### config.mk
export PLATFORM = sky130hd
export DESIGN_NAME = decode_issue_flat
export DESIGN_NICKNAME = d
export VERILOG_FILES = /design/src/rtl/rv32_decode_pkg.sv /design/src/rtl/decode_issue_if.sv /design/src/rtl/decode_fields.sv /design/src/rtl/decode_issue.sv /design/src/flat_wrapper.sv
export SDC_FILE = /design/constraint.sdc
export NUM_CORES = 1
export LEC_CHECK = 0
export BUFFER_PORTS_ARGS = -buffer_cell sky130_fd_sc_hd__buf_2
export CAP_MARGIN = 20
export CORE_MARGIN = 3
export CORE_UTILIZATION = 55
export CTS_BUF_LIST = sky130_fd_sc_hd__clkbuf_16
export CTS_CLUSTER_SIZE = 10
export DETAILED_ROUTE_END_ITERATION = 12
export HOLD_SLACK_MARGIN = 0.05
export PLACE_DENSITY = 0.79
export SLEW_MARGIN = 0
export SYNTH_ARGS = -nofsm -noshare
export SYNTH_HDL_FRONTEND = slang
export SYNTH_SLANG_ARGS = --single-unit
export TNS_END_PERCENT = 30
### constraint.sdc
create_clock -name clock -period 2.5 [get_ports clock]
set_input_delay 0.375 -clock clock [delete_from_list [all_inputs] [get_ports clock]]
set_output_delay 0.375 -clock clock [all_outputs]
set_load 0.01 [all_outputs]
### src/rtl/rv32_decode_pkg.sv
// Shared RV32I decode definitions: opcode constants, ALU_Operation / ASrc codes,
// the control bundle carried through the issue buffer, and immediate extractors.
package rv32_decode_pkg;

    localparam logic [6:0] OP_R      = 7'b0110011;
    localparam logic [6:0] OP_IMM    = 7'b0010011;
    localparam logic [6:0] OP_LOAD   = 7'b0000011;
    localparam logic [6:0] OP_STORE  = 7'b0100011;
    localparam logic [6:0] OP_BRANCH = 7'b1100011;
    localparam logic [6:0] OP_JAL    = 7'b1101111;
    localparam logic [6:0] OP_JALR   = 7'b1100111;
    localparam logic [6:0] OP_LUI    = 7'b0110111;
    localparam logic [6:0] OP_AUIPC  = 7'b0010111;

    typedef enum logic [2:0] {
        ALU_R      = 3'b000,
        ALU_I      = 3'b001,
        ALU_BRANCH = 3'b010,
        ALU_JUMP   = 3'b011,
        ALU_LOAD   = 3'b100,
        ALU_STORE  = 3'b101,
        ALU_LUI    = 3'b110,
        ALU_AUIPC  = 3'b111
    } alu_op_e;

    typedef enum logic [1:0] {
        ASRC_RS1 = 2'b00,
        ASRC_PC  = 2'b01,
        ASRC_PC4 = 2'b10
    } asrc_e;

    typedef struct packed {
        alu_op_e     alu_op;
        logic [2:0]  funct3;
        logic [6:0]  funct7;
        asrc_e       asrc;
        logic        bsrc;
        logic        branch_op;
        logic [31:0] extend;
        logic [4:0]  rs1;
        logic [4:0]  rs2;
        logic [4:0]  rd;
        logic        illegal;
    } ctrl_t;

    function automatic logic [31:0] imm_i(input logic [31:0] ins);
        return {{20{ins[31]}}, ins[31:20]};
    endfunction

    function automatic logic [31:0] imm_s(input logic [31:0] ins);
        return {{20{ins[31]}}, ins[31:25], ins[11:7]};
    endfunction

    function automatic logic [31:0] imm_b(input logic [31:0] ins);
        return {{19{ins[31]}}, ins[31], ins[7], ins[30:25], ins[11:8], 1'b0};
    endfunction

    function automatic logic [31:0] imm_j(input logic [31:0] ins);
        return {{11{ins[31]}}, ins[31], ins[19:12], ins[20], ins[30:21], 1'b0};
    endfunction

    function automatic logic [31:0] imm_u(input logic [31:0] ins);
        return {ins[31:12], 12'b0};
    endfunction

endpackage

### src/rtl/decode_issue_if.sv
// Fetch-side and execute-side handshake plus the decoded bundle of decode_issue.
// master = the fetch/execute environment, slave = the decoder.
interface decode_issue_if #(
    parameter int DATA_WIDTH   = 32,
    parameter int ADDRESS_BITS = 20
);
    logic                    in_valid;
    logic                    in_ready;
    logic [DATA_WIDTH-1:0]   instruction;
    logic [ADDRESS_BITS-1:0] in_PC;

    logic                    out_valid;
    logic                    out_ready;
    logic [ADDRESS_BITS-1:0] PC;
    logic [2:0]              ALU_Operation;
    logic [2:0]              funct3;
    logic [6:0]              funct7;
    logic [1:0]              ALU_ASrc;
    logic                    ALU_BSrc;
    logic                    branch_op;
    logic [DATA_WIDTH-1:0]   extend;
    logic [4:0]              rs1;
    logic [4:0]              rs2;
    logic [4:0]              rd;
    logic                    illegal;

    modport master (
        output in_valid, instruction, in_PC, out_ready,
        input  in_ready, out_valid, PC, ALU_Operation, funct3, funct7, ALU_ASrc,
               ALU_BSrc, branch_op, extend, rs1, rs2, rd, illegal
    );

    modport slave (
        input  in_valid, instruction, in_PC, out_ready,
        output in_ready, out_valid, PC, ALU_Operation, funct3, funct7, ALU_ASrc,
               ALU_BSrc, branch_op, extend, rs1, rs2, rd, illegal
    );
endinterface

### src/rtl/decode_fields.sv
// Combinational RV32I decode: raw instruction in, execute control bundle out.
// Define DECODE_ILLEGAL_CHECK_EN to flag non-RV32I opcodes with illegal=1.
module decode_fields
    import rv32_decode_pkg::*;
(
    input  logic [31:0] instruction,
    output ctrl_t       ctrl
);

    logic [6:0] opcode;
    assign opcode = instruction[6:0];

    always_comb begin
        // NOTE: every field gets a default before the case so no path leaves ctrl unassigned (no latch).
        ctrl        = '0;
        ctrl.alu_op = ALU_R;
        ctrl.funct3 = instruction[14:12];
        ctrl.funct7 = instruction[31:25];
        ctrl.rs1    = instruction[19:15];
        ctrl.rs2    = instruction[24:20];
        ctrl.rd     = instruction[11:7];

        case (opcode)
            OP_R: ;
            OP_IMM: begin
                ctrl.alu_op = ALU_I;
                ctrl.bsrc   = 1'b1;
                ctrl.extend = imm_i(instruction);
            end
            OP_LOAD: begin
                ctrl.alu_op = ALU_LOAD;
                ctrl.bsrc   = 1'b1;
                ctrl.extend = imm_i(instruction);
            end
            OP_STORE: begin
                ctrl.alu_op = ALU_STORE;
                ctrl.bsrc   = 1'b1;
                ctrl.extend = imm_s(instruction);
                ctrl.rd     = 5'd0;
            end
            OP_BRANCH: begin
                ctrl.alu_op    = ALU_BRANCH;
                ctrl.branch_op = 1'b1;
                ctrl.extend    = imm_b(instruction);
                ctrl.rd        = 5'd0;
            end
            OP_JAL: begin
                ctrl.alu_op = ALU_JUMP;
                ctrl.asrc   = ASRC_PC4;
                ctrl.extend = imm_j(instruction);
                ctrl.rs1    = 5'd0;
            end
            OP_JALR: begin
                ctrl.alu_op = ALU_JUMP;
                ctrl.asrc   = ASRC_PC4;
                ctrl.extend = imm_i(instruction);
            end
            OP_LUI: begin
                ctrl.alu_op = ALU_LUI;
                ctrl.bsrc   = 1'b1;
                ctrl.extend = imm_u(instruction);
                ctrl.rs1    = 5'd0;
            end
            OP_AUIPC: begin
                ctrl.alu_op = ALU_AUIPC;
                ctrl.asrc   = ASRC_PC;
                ctrl.bsrc   = 1'b1;
                ctrl.extend = imm_u(instruction);
            end
            default: begin
                // Unknown opcodes (including instruction[1:0] != 2'b11) become ADDI x0,x0,0.
                ctrl        = '0;
                ctrl.alu_op = ALU_I;
`ifdef DECODE_ILLEGAL_CHECK_EN
                ctrl.illegal = 1'b1;
`endif
            end
        endcase
    end

endmodule

### src/rtl/decode_issue.sv
// RV32I decoder with a 2-entry skid buffer between fetch and execute.
// Define DECODE_ILLEGAL_CHECK_EN to enable the illegal-opcode flag in decode_fields.
module decode_issue
    import rv32_decode_pkg::*;
#(
    parameter int CORE         = 0,
    parameter int DATA_WIDTH   = 32,
    parameter int ADDRESS_BITS = 20
) (
    input  logic           clock,
    input  logic           reset,
    input  logic           flush,
    input  logic           report,
    decode_issue_if.slave  bus
);

    ctrl_t dec_ctrl;

    decode_fields u_fields (
        .instruction (bus.instruction[31:0]),
        .ctrl        (dec_ctrl)
    );

    ctrl_t                   main_q, main_d, skid_q, skid_d;
    logic [ADDRESS_BITS-1:0] main_pc_q, main_pc_d, skid_pc_q, skid_pc_d;
    logic                    main_valid_q, main_valid_d;
    logic                    skid_valid_q, skid_valid_d;
    logic                    in_ready_q, in_ready_d;
    logic                    accept, main_free;

    always_comb begin
        accept       = bus.in_valid & in_ready_q & ~flush;
        main_free    = ~main_valid_q | bus.out_ready;
        main_d       = main_q;
        main_pc_d    = main_pc_q;
        main_valid_d = main_valid_q;
        skid_d       = skid_q;
        skid_pc_d    = skid_pc_q;
        skid_valid_d = skid_valid_q;

        if (flush) begin
            main_valid_d = 1'b0;
            skid_valid_d = 1'b0;
        end else if (main_free) begin
            // in_ready is low whenever skid is full, so skid refill and accept never coincide.
            if (skid_valid_q) begin
                main_d       = skid_q;
                main_pc_d    = skid_pc_q;
                main_valid_d = 1'b1;
                skid_valid_d = 1'b0;
            end else if (accept) begin
                main_d       = dec_ctrl;
                main_pc_d    = bus.in_PC;
                main_valid_d = 1'b1;
            end else begin
                main_valid_d = 1'b0;
            end
        end else if (accept) begin
            skid_d       = dec_ctrl;
            skid_pc_d    = bus.in_PC;
            skid_valid_d = 1'b1;
        end

        in_ready_d = ~skid_valid_d;
    end

    // NOTE: payload registers are reset too, so every output reads 0 the moment reset asserts.
    always_ff @(posedge clock or negedge reset) begin
        if (!reset) begin
            main_q       <= '0;
            main_pc_q    <= '0;
            main_valid_q <= 1'b0;
            skid_q       <= '0;
            skid_pc_q    <= '0;
            skid_valid_q <= 1'b0;
            in_ready_q   <= 1'b1;
        end else begin
            // NOTE: non-blocking updates keep all flops sampling pre-edge values.
            main_q       <= main_d;
            main_pc_q    <= main_pc_d;
            main_valid_q <= main_valid_d;
            skid_q       <= skid_d;
            skid_pc_q    <= skid_pc_d;
            skid_valid_q <= skid_valid_d;
            in_ready_q   <= in_ready_d;
        end
    end

    assign bus.in_ready      = in_ready_q;
    assign bus.out_valid     = main_valid_q;
    assign bus.PC            = main_pc_q;
    assign bus.ALU_Operation = main_q.alu_op;
    assign bus.funct3        = main_q.funct3;
    assign bus.funct7        = main_q.funct7;
    assign bus.ALU_ASrc      = main_q.asrc;
    assign bus.ALU_BSrc      = main_q.bsrc;
    assign bus.branch_op     = main_q.branch_op;
    assign bus.extend        = DATA_WIDTH'(main_q.extend);
    assign bus.rs1           = main_q.rs1;
    assign bus.rs2           = main_q.rs2;
    assign bus.rd            = main_q.rd;
    assign bus.illegal       = main_q.illegal;

    // Bundle reporting is a simulation-only concern; these inputs have no hardware effect.
    logic unused_inputs;
    assign unused_inputs = ^{report, CORE[0]};

endmodule

### src/flat_wrapper.sv
// flat-port wrapper written by rule: the top's interface ports become plain ports
module decode_issue_flat import rv32_decode_pkg::*;
#(
    parameter int CORE         = 0,
    parameter int DATA_WIDTH   = 32,
    parameter int ADDRESS_BITS = 20
)
  (clock, reset, flush, report, bus_in_valid, bus_instruction, bus_in_PC, bus_out_ready, bus_in_ready, bus_out_valid, bus_PC, bus_ALU_Operation, bus_funct3, bus_funct7, bus_ALU_ASrc, bus_ALU_BSrc, bus_branch_op, bus_extend, bus_rs1, bus_rs2, bus_rd, bus_illegal);
  decode_issue_if #(.DATA_WIDTH(DATA_WIDTH), .ADDRESS_BITS(ADDRESS_BITS)) bus_i ();
  input  logic clock;
  input  logic reset;
  input  logic flush;
  input  logic report;
  input wire logic [$bits(bus_i.in_valid)-1:0] bus_in_valid;
  input wire logic [$bits(bus_i.instruction)-1:0] bus_instruction;
  input wire logic [$bits(bus_i.in_PC)-1:0] bus_in_PC;
  input wire logic [$bits(bus_i.out_ready)-1:0] bus_out_ready;
  output wire logic [$bits(bus_i.in_ready)-1:0] bus_in_ready;
  output wire logic [$bits(bus_i.out_valid)-1:0] bus_out_valid;
  output wire logic [$bits(bus_i.PC)-1:0] bus_PC;
  output wire logic [$bits(bus_i.ALU_Operation)-1:0] bus_ALU_Operation;
  output wire logic [$bits(bus_i.funct3)-1:0] bus_funct3;
  output wire logic [$bits(bus_i.funct7)-1:0] bus_funct7;
  output wire logic [$bits(bus_i.ALU_ASrc)-1:0] bus_ALU_ASrc;
  output wire logic [$bits(bus_i.ALU_BSrc)-1:0] bus_ALU_BSrc;
  output wire logic [$bits(bus_i.branch_op)-1:0] bus_branch_op;
  output wire logic [$bits(bus_i.extend)-1:0] bus_extend;
  output wire logic [$bits(bus_i.rs1)-1:0] bus_rs1;
  output wire logic [$bits(bus_i.rs2)-1:0] bus_rs2;
  output wire logic [$bits(bus_i.rd)-1:0] bus_rd;
  output wire logic [$bits(bus_i.illegal)-1:0] bus_illegal;
  assign bus_i.in_valid = bus_in_valid;
  assign bus_i.instruction = bus_instruction;
  assign bus_i.in_PC = bus_in_PC;
  assign bus_i.out_ready = bus_out_ready;
  assign bus_in_ready = bus_i.in_ready;
  assign bus_out_valid = bus_i.out_valid;
  assign bus_PC = bus_i.PC;
  assign bus_ALU_Operation = bus_i.ALU_Operation;
  assign bus_funct3 = bus_i.funct3;
  assign bus_funct7 = bus_i.funct7;
  assign bus_ALU_ASrc = bus_i.ALU_ASrc;
  assign bus_ALU_BSrc = bus_i.ALU_BSrc;
  assign bus_branch_op = bus_i.branch_op;
  assign bus_extend = bus_i.extend;
  assign bus_rs1 = bus_i.rs1;
  assign bus_rs2 = bus_i.rs2;
  assign bus_rd = bus_i.rd;
  assign bus_illegal = bus_i.illegal;
  decode_issue #(.CORE(CORE), .DATA_WIDTH(DATA_WIDTH), .ADDRESS_BITS(ADDRESS_BITS)) u_core (.clock(clock), .reset(reset), .flush(flush), .report(report), .bus(bus_i));
endmodule
==> metrics.md, run 1 <==
| Metric | Value |
|---|---|
| Yosys cell types | `55` |
| Count leader, synth | `dfrtp_1` |
| Worst setup path class | `flip-flop to flip-flop` |
| Hold Violations, Final | `0` |
| Root Buffer | `clkbuf_16` |
| Fmax | `0.4356 GHz` |
| Antenna violations before repair | `2` |
| Tcrit/Tclk final | `0.9182` |
| GR Util All Layers | `0.2693` |
| Startpoint types | `flip-flop` |
| Top cells by count, synth | `170 x dfrtp_1, 152 x nand2_1, 56 x o21ai_0` |
| Drt wl/cell | `18.63 µm` |
| CTS tree | `yes` |
| Hold Path Stages | `3` |
| P&R area growth vs syn | `18.72%` |
| Critical Path End Type | `flip-flop` |
| Overall power | `6773 µW` |
| Routed Antenna Nets | `0` |
| Tmin final | `2.296 ns` |
| Die span in x | `123.9 µm` |
| Die area | `0.01534 mm²` |
| Pleak | `0.004350 µW` |
| R2r setup slk | `0.20 ns` |
| Vias in the first global route | `6487` |
| Least-Margin Pin Slew | `1.033 ns` |
| VDD IR max | `0.4580 mV` |
| Port bufs | `142` |
| Initial Utilization | `0.5700` |
| Setup TNS | `0 ns` |
| Crit Path Max Fanout | `11` |
| First-pass GRT wire length | `32150 µm` |
| Asr flop ratio synth | `1.000` |
| Hold/Removal Path Class | `primary input to flip-flop` |
| Syn Nets | `826` |
| Largest net degree at the start of global routing | `84` |
| Worst hold endpoint | `u_core.skid_pc_q[2]` |
| Via count | `6528` |
| Hold_sp | `bus_in_PC[2]` |
| Status | `completed` |
| # setup viols final | `0` |
| Post-Syn Instances | `768` |
| Clock tree buffer depth | `2` |
| Unrepaired setup endpoints after global routing | `no` |
| Clk pin slew, worst setup/hold paths | `0.06 ns` |
| Placement Cell Area | `0.008496 mm²` |
| DRT Wirelength | `20100 µm` |
| H-tree depth | `4` |
| Total Nets Final | `947` |
| Number of clock sinks | `171` |
| RR Startpoint | `u_core.bus.in_ready` |
| CP Data Arrival Time | `2.55 ns` |
| Hpwl dp | `13460 µm` |
| Clock Skews | `0.005663 ns` |
| DRC Markers | `0` |
| YS warnings | `0` |
| Die Ht | `123.9 µm` |
| Top cell type's share of synthesized area | `0.5569` |
| Share of cells above drive strength 1 | `0.2364` |
| Fillers | `1045` |
| Site row count | `42` |
| GPL Wtd Cong | `0.8621` |
| Post-Layout Inst Area | `0.009069 mm²` |
| Synthesized area | `0.007639 mm²` |
| Max_cap viols | `0` |
| Congestion Overflow GR | `0` |
| Clk_lat worst skew | `0.42 ns` |
| Max-slew violations | `0` |
| # IOs | `145` |
| Number of buffers created by CTS | `17` |
| RR Endpoint | `u_core.bus.extend[28]` |
| First-pass DRT Iterations | `5` |
| Seq/Total Area, Yosys | `0.5604` |
| Average size of a mapped cell | `9.946 µm²` |
| Register bit total from synthesis | `171` |
| Launch point of the worst path | `u_core.bus.in_ready` |
| Vias/cell | `6.050` |
| Synth area leader | `dfrtp_1` |
| Layout Utilization | `0.6768` |
| Worst EP required | `2.76 ns` |
| Iter 0 DRT Violations | `524` |
| Power Density | `746.8 mW/mm²` |
| Worst relative slew slack | `0.3114` |
| Top post-synthesis cells by area | `dfrtp_1 56%, nand2_1 7.5%, o21ai_0 3.7%` |
| R2r worst-path depth | `4` |
| Predominant post-synthesis flop cell | `dfrtp_1` |
| Core area | `0.01340 mm²` |
| Number of synthesized flops with an enable pin | `0` |
[report_power, final]
part	internal, µW	total [µW]	switching (µW)	leakage, µW
Sequential	3120	3320	202	0.00222
Combinational	382	946	564	0.00187
Clock	1450	2510	1060	0.000263
[state kept, by name, summed over array words and instances (netlist names)]
register and flops:
u_core.skid_q 64, u_core.bus.rs2 5, u_core.bus.branch_op 1, u_core.bus.funct3 3, u_core.bus.in_ready 1, u_core.bus.extend 32
u_core.bus.ALU_BSrc 1, u_core.bus.ALU_ASrc 2, u_core.skid_valid_q 1, u_core.bus.ALU_Operation 3, u_core.bus.rd 5, u_core.bus.out_valid 1
u_core.bus.PC 20, u_core.bus.rs1 5, u_core.bus.funct7 7, u_core.skid_pc_q 20
[repair_timing]
item / in CTS / in global routing
endpoints found under the hold margin: 64 / 0
hold buffers: 1 / 0
setup buffers: 0 / 0
gates resized for setup: 0 / 0
[final cells by class]
type | count | area, µm² | area share
Sequential cell | 171 | 4282 | 0.4721
Multi-Input combinational cell | 531 | 3054 | 0.3368
Timing Repair Buffer | 164 | 934.6 | 0.1031
Clock buffer | 17 | 425.4 | 0.04691
Tap cell | 176 | 220.2 | 0.02428
Clock inverter | 14 | 132.6 | 0.01462
Inverter | 4 | 15.01 | 0.001656
Antenna cell | 2 | 5.005 | 0.0005519
[per-stage QoR]
stage,instances,worst slack [ns],hold slack (ns)
6_report,1079,0.2044,0.1688
2_1_floorplan,768,0.7144,0.07941
4_1_cts,1077,0.2351,0.1568
3_3_place_gp,1045,0.2800,0.4128
3_5_place_dp,1045,0.1845,0.4199
5_1_grt,1079,0.1094,0.1683
[worst max path at each step]
stage / end / slack (ns) / cells after the start
2_1_floorplan: u_core.bus.funct7[3] / 0.71 / 5
3_3_place_gp: u_core.skid_q[41] / 0.28 / 6
3_5_place_dp: u_core.skid_q[44] / 0.18 / 6
4_1_cts: u_core.bus.extend[27] / 0.24 / 4
5_1_grt: u_core.bus.extend[30] / 0.11 / 4
6_report: u_core.bus.extend[28] / 0.20 / 4
[cells in the final DEF (no fill, tap or decap), types with 3 or more instances in the layout]
cell / Yosys / layout
dfrtp_1: 170 / 169
nand2_1: 152 / 152
buf_2: 29 / 141
o21ai_0: 56 / 56
nor2_1: 48 / 48
nand3_1: 40 / 40
a21oi_1: 39 / 39
a221o_1: 21 / 21
mux2i_1: 21 / 21
a22o_1: 20 / 20
and3_1: 20 / 20
nor3_1: 19 / 17
clkbuf_16: 0 / 17
buf_4: 2 / 17
nand2b_1: 11 / 11
o211ai_1: 10 / 10
a211oi_1: 10 / 10
o2111ai_1: 8 / 8
inv_1: 4 / 5
a31oi_1: 5 / 5
clkinvlp_4: 0 / 5
nor4_1: 4 / 4
o21bai_1: 4 / 4
a41oi_1: 4 / 4
buf_12: 0 / 4
clkinv_2: 0 / 3
[per-layer routing]
layer	global-route usage	wire length, µm	vias up	share of wire
li1	-	-	2967	-
met1	0.3453	8003	3231	0.40
met2	0.4329	9970	279	0.50
met3	0.06131	1476	51	0.073
met4	0.1336	653	0	0.032
met5	0	0	-	0
[critical path, stage by stage, from the launching register on]
cell	delay, ns
dfstp_2	0.54
nand2_1	0.09
or4_4	0.49
a21oi_1	0.81
a211oi_1	0.20
[logic make-up (layout without fill, tap and decap cells)]
kind of cell,after synthesis,in the layout,share of synthesized area
buffers and inverters,66,199,0.04144
other,1,3,0.0004909
flip-flops,171,171,0.5604
multiplexers,23,23,0.03047
AO/OA/AOI/OAI,194,194,0.1790
AND/OR/NAND/NOR,313,313,0.1882
Power figures use the tool's default switching activity.
==> run 2: changes to the inputs <==
--- a/config.mk
+++ b/config.mk
@@ -8,12 +8,12 @@
 export BUFFER_PORTS_ARGS = -buffer_cell sky130_fd_sc_hd__buf_2
 export CAP_MARGIN = 20
 export CORE_MARGIN = 3
-export CORE_UTILIZATION = 55
+export CORE_UTILIZATION = 50
 export CTS_BUF_LIST = sky130_fd_sc_hd__clkbuf_16
 export CTS_CLUSTER_SIZE = 10
 export DETAILED_ROUTE_END_ITERATION = 12
 export HOLD_SLACK_MARGIN = 0.05
-export PLACE_DENSITY = 0.79
+export PLACE_DENSITY = 0.73
 export SLEW_MARGIN = 0
 export SYNTH_ARGS = -nofsm -noshare
 export SYNTH_HDL_FRONTEND = slang
==> run 2 against run 1 <==
  * Clock-buffer cell count did not move
  * Clock skew rose by 0.0046 ns
  * Worst setup slack improved by 0.22 ns
  * Critical endpoint is now u_core.skid_q[3]
  * Via count fell by 3.7%
  * Flip-flop and latch count did not move
  * Combinational power fell by 2%
  * Wire length fell by 1.8%
  * Sequential share of layout area barely moved
  * Highest routed layer unchanged
  * Largest cell class unchanged
  * Hold slack got worse by 0.020 ns
  * Largest power group unchanged
==> metrics.md, run 2 (synthesized netlist as in run 1, its figures left out) <==
| Metric | Value |
|---|---|
| Status | `completed` |
| Setup TNS | `0 ns` |
| Placement Cell Area | `0.008481 mm²` |
| CTS tree | `yes` |
| GR Util All Layers | `0.2417` |
| Port bufs | `142` |
| Antenna violations before repair | `0` |
| Crit Path Max Fanout | `48` |
| Clk pin slew, worst setup/hold paths | `0.06 ns` |
| Congestion Overflow GR | `0` |
| Iter 0 DRT Violations | `581` |
| Commonest non-fill, non-tap cell in the layout | `dfrtp_1` |
| Unrepaired setup endpoints after global routing | `no` |
| Number of clock sinks | `171` |
| Via count | `6289` |
| Tmin final | `2.075 ns` |
| Hold/Removal Path Class | `primary input to flip-flop` |
| Power Density | `756.3 mW/mm²` |
| Total Nets Final | `947` |
| H-tree depth | `4` |
| Worst setup path class | `flip-flop to flip-flop` |
| VDD IR max | `0.5153 mV` |
| Worst setup margin | `0.4247 ns` |
| Worst relative slew slack | `0.5349` |
| Critical Path End Type | `flip-flop` |
| DRT Wirelength | `19750 µm` |
| CP Data Arrival Time | `2.36 ns` |
| Combinational share of power | `0.135` |
| Final instance count without filler cells | `1085` |
| Clock tree buffer depth | `2` |
| Drt wl/cell | `18.20 µm` |
| Hold_sp | `bus_in_PC[6]` |
| DRC Markers | `0` |
| # IOs | `145` |
| Die area | `0.01680 mm²` |
| Post-Layout Inst Area | `0.009071 mm²` |
| Sw power | `1817 µW` |
| First-pass DRT Iterations | `5` |
| Clk network pwr share | `0.383` |
| Initial Utilization | `0.5177` |
| Top reg by flops | `u_core.skid_q` |
| Core area | `0.01475 mm²` |
| Internal power | `5044 µW` |
| R2r setup slk | `0.42 ns` |
| Die span in x | `129.6 µm` |
| Root Buffer | `clkbuf_16` |
| Tcrit/Tclk final | `0.8301` |
| Cells after DPL | `1053` |
| GPL Wtd Cong | `0.8332` |
| Die Ht | `129.6 µm` |
| Hold slack final | `0.1488 ns` |
| Largest register FFs | `64` |
| Seq pwr share | `0.482` |
| RR Startpoint | `u_core.bus.in_ready` |
| Switching part of the total power | `0.2648` |
| Vias in the first global route | `6063` |
| Routed Antenna Nets | `0` |
| Setup Fix Bufs, Post-CTS | `0` |
| Dpl ws | `0.3818 ns` |
| Hpwl dp | `12930 µm` |
| Number of buffers created by CTS | `17` |
| Commonest cells after routing, fill and taps aside | `169 x dfrtp_1, 152 x nand2_1, 141 x buf_2` |
| Antenna diodes | `0` |
| Post_cts resized | `0` |
| # setup viols final | `0` |
| Fmax | `0.4819 GHz` |
| Clk_lat worst skew | `0.43 ns` |
| Least-Margin Pin Slew | `0.6969 ns` |
| Clock Skews | `0.01028 ns` |
| Vias/cell | `5.796` |
| Launch point of the worst path | `u_core.bus.in_ready` |
| Max_cap viols | `0` |
| Startpoint types | `flip-flop` |
| Share of cells above drive strength 1 | `0.2364` |
| Hold Violations, Final | `0` |
| Max-slew violations | `0` |
| Site row count | `44` |
| Largest net degree at the start of global routing | `67` |
| First-pass GRT wire length | `32000 µm` |
| P&R area growth vs syn | `18.76%` |
| Pleak | `0.004369 µW` |
| Worst EP required | `2.79 ns` |
-- run 2: layout make-up --
type | instances | area, µm²
fillers | 1279 | 5683
flip-flops and latches | 171 | 4282
multi-input cells | 531 | 3054
repair buffers | 164 | 909.6
clock buffers | 17 | 425.4
well taps | 184 | 230.2
clock inverters | 14 | 155.1
inverters | 4 | 15.01
-- run 2: worst paths after layout --
kind                                       endpoint  cells past startpoint
worst max-delay path               u_core.skid_q[3]                      5
worst min-delay path            u_core.skid_pc_q[6]                      3
min in group asynchronous          u_core.bus.PC[9]                      2
max in group asynchronous       u_core.bus.in_ready                      3
worst min register to register    u_core.bus.PC[15]                      2
worst max register to register     u_core.skid_q[3]                      5
-- run 2: power groups by stage --
stage / clock (µW) / combinational (µW) / sequential, µW
3_5_place_dp: 0 / 931 / 3350
2_1_floorplan: 0 / 460 / 3390
3_3_place_gp: 0 / 910 / 3340
4_1_cts: 2660 / 943 / 3310
5_1_grt: 2770 / 1050 / 3350
6_report: 2620 / 929 / 3310
-- run 2: critical path: stages (launching register included) --
cell	delay, ns
dfstp_2	0.54
nand2_1	0.08
or3_2	0.69
buf_4	0.38
nand2_1	0.13
o21ai_0	0.08
-- run 2: per-stage QoR --
stage	total power (µW)	utilization
floorplan	3850	-
global placement	4249	0.5748
detailed placement	4281	0.5748
CTS	6908	0.6148
global route	7164	0.6148
finish	6861	0.6148
-- run 2: metal layers --
| metal | global-route usage | part of all wire | routed length (µm) | up-vias |
|---|---|---|---|---|
| met3 | 0.05936 | 0.067 | 1331 | 29 |
| met2 | 0.3803 | 0.47 | 9350 | 205 |
| li1 | - | - | - | 2971 |
| met4 | 0.06663 | 0.017 | 344 | 0 |
| met5 | 0 | 0 | 0 | - |
| met1 | 0.3376 | 0.44 | 8721 | 3084 |
-- run 2: what timing repair did --
item                       in CTS  in global routing
hold endpoints to repair       55                  0
hold buffers                    1                  0
setup endpoints to repair       0                  0
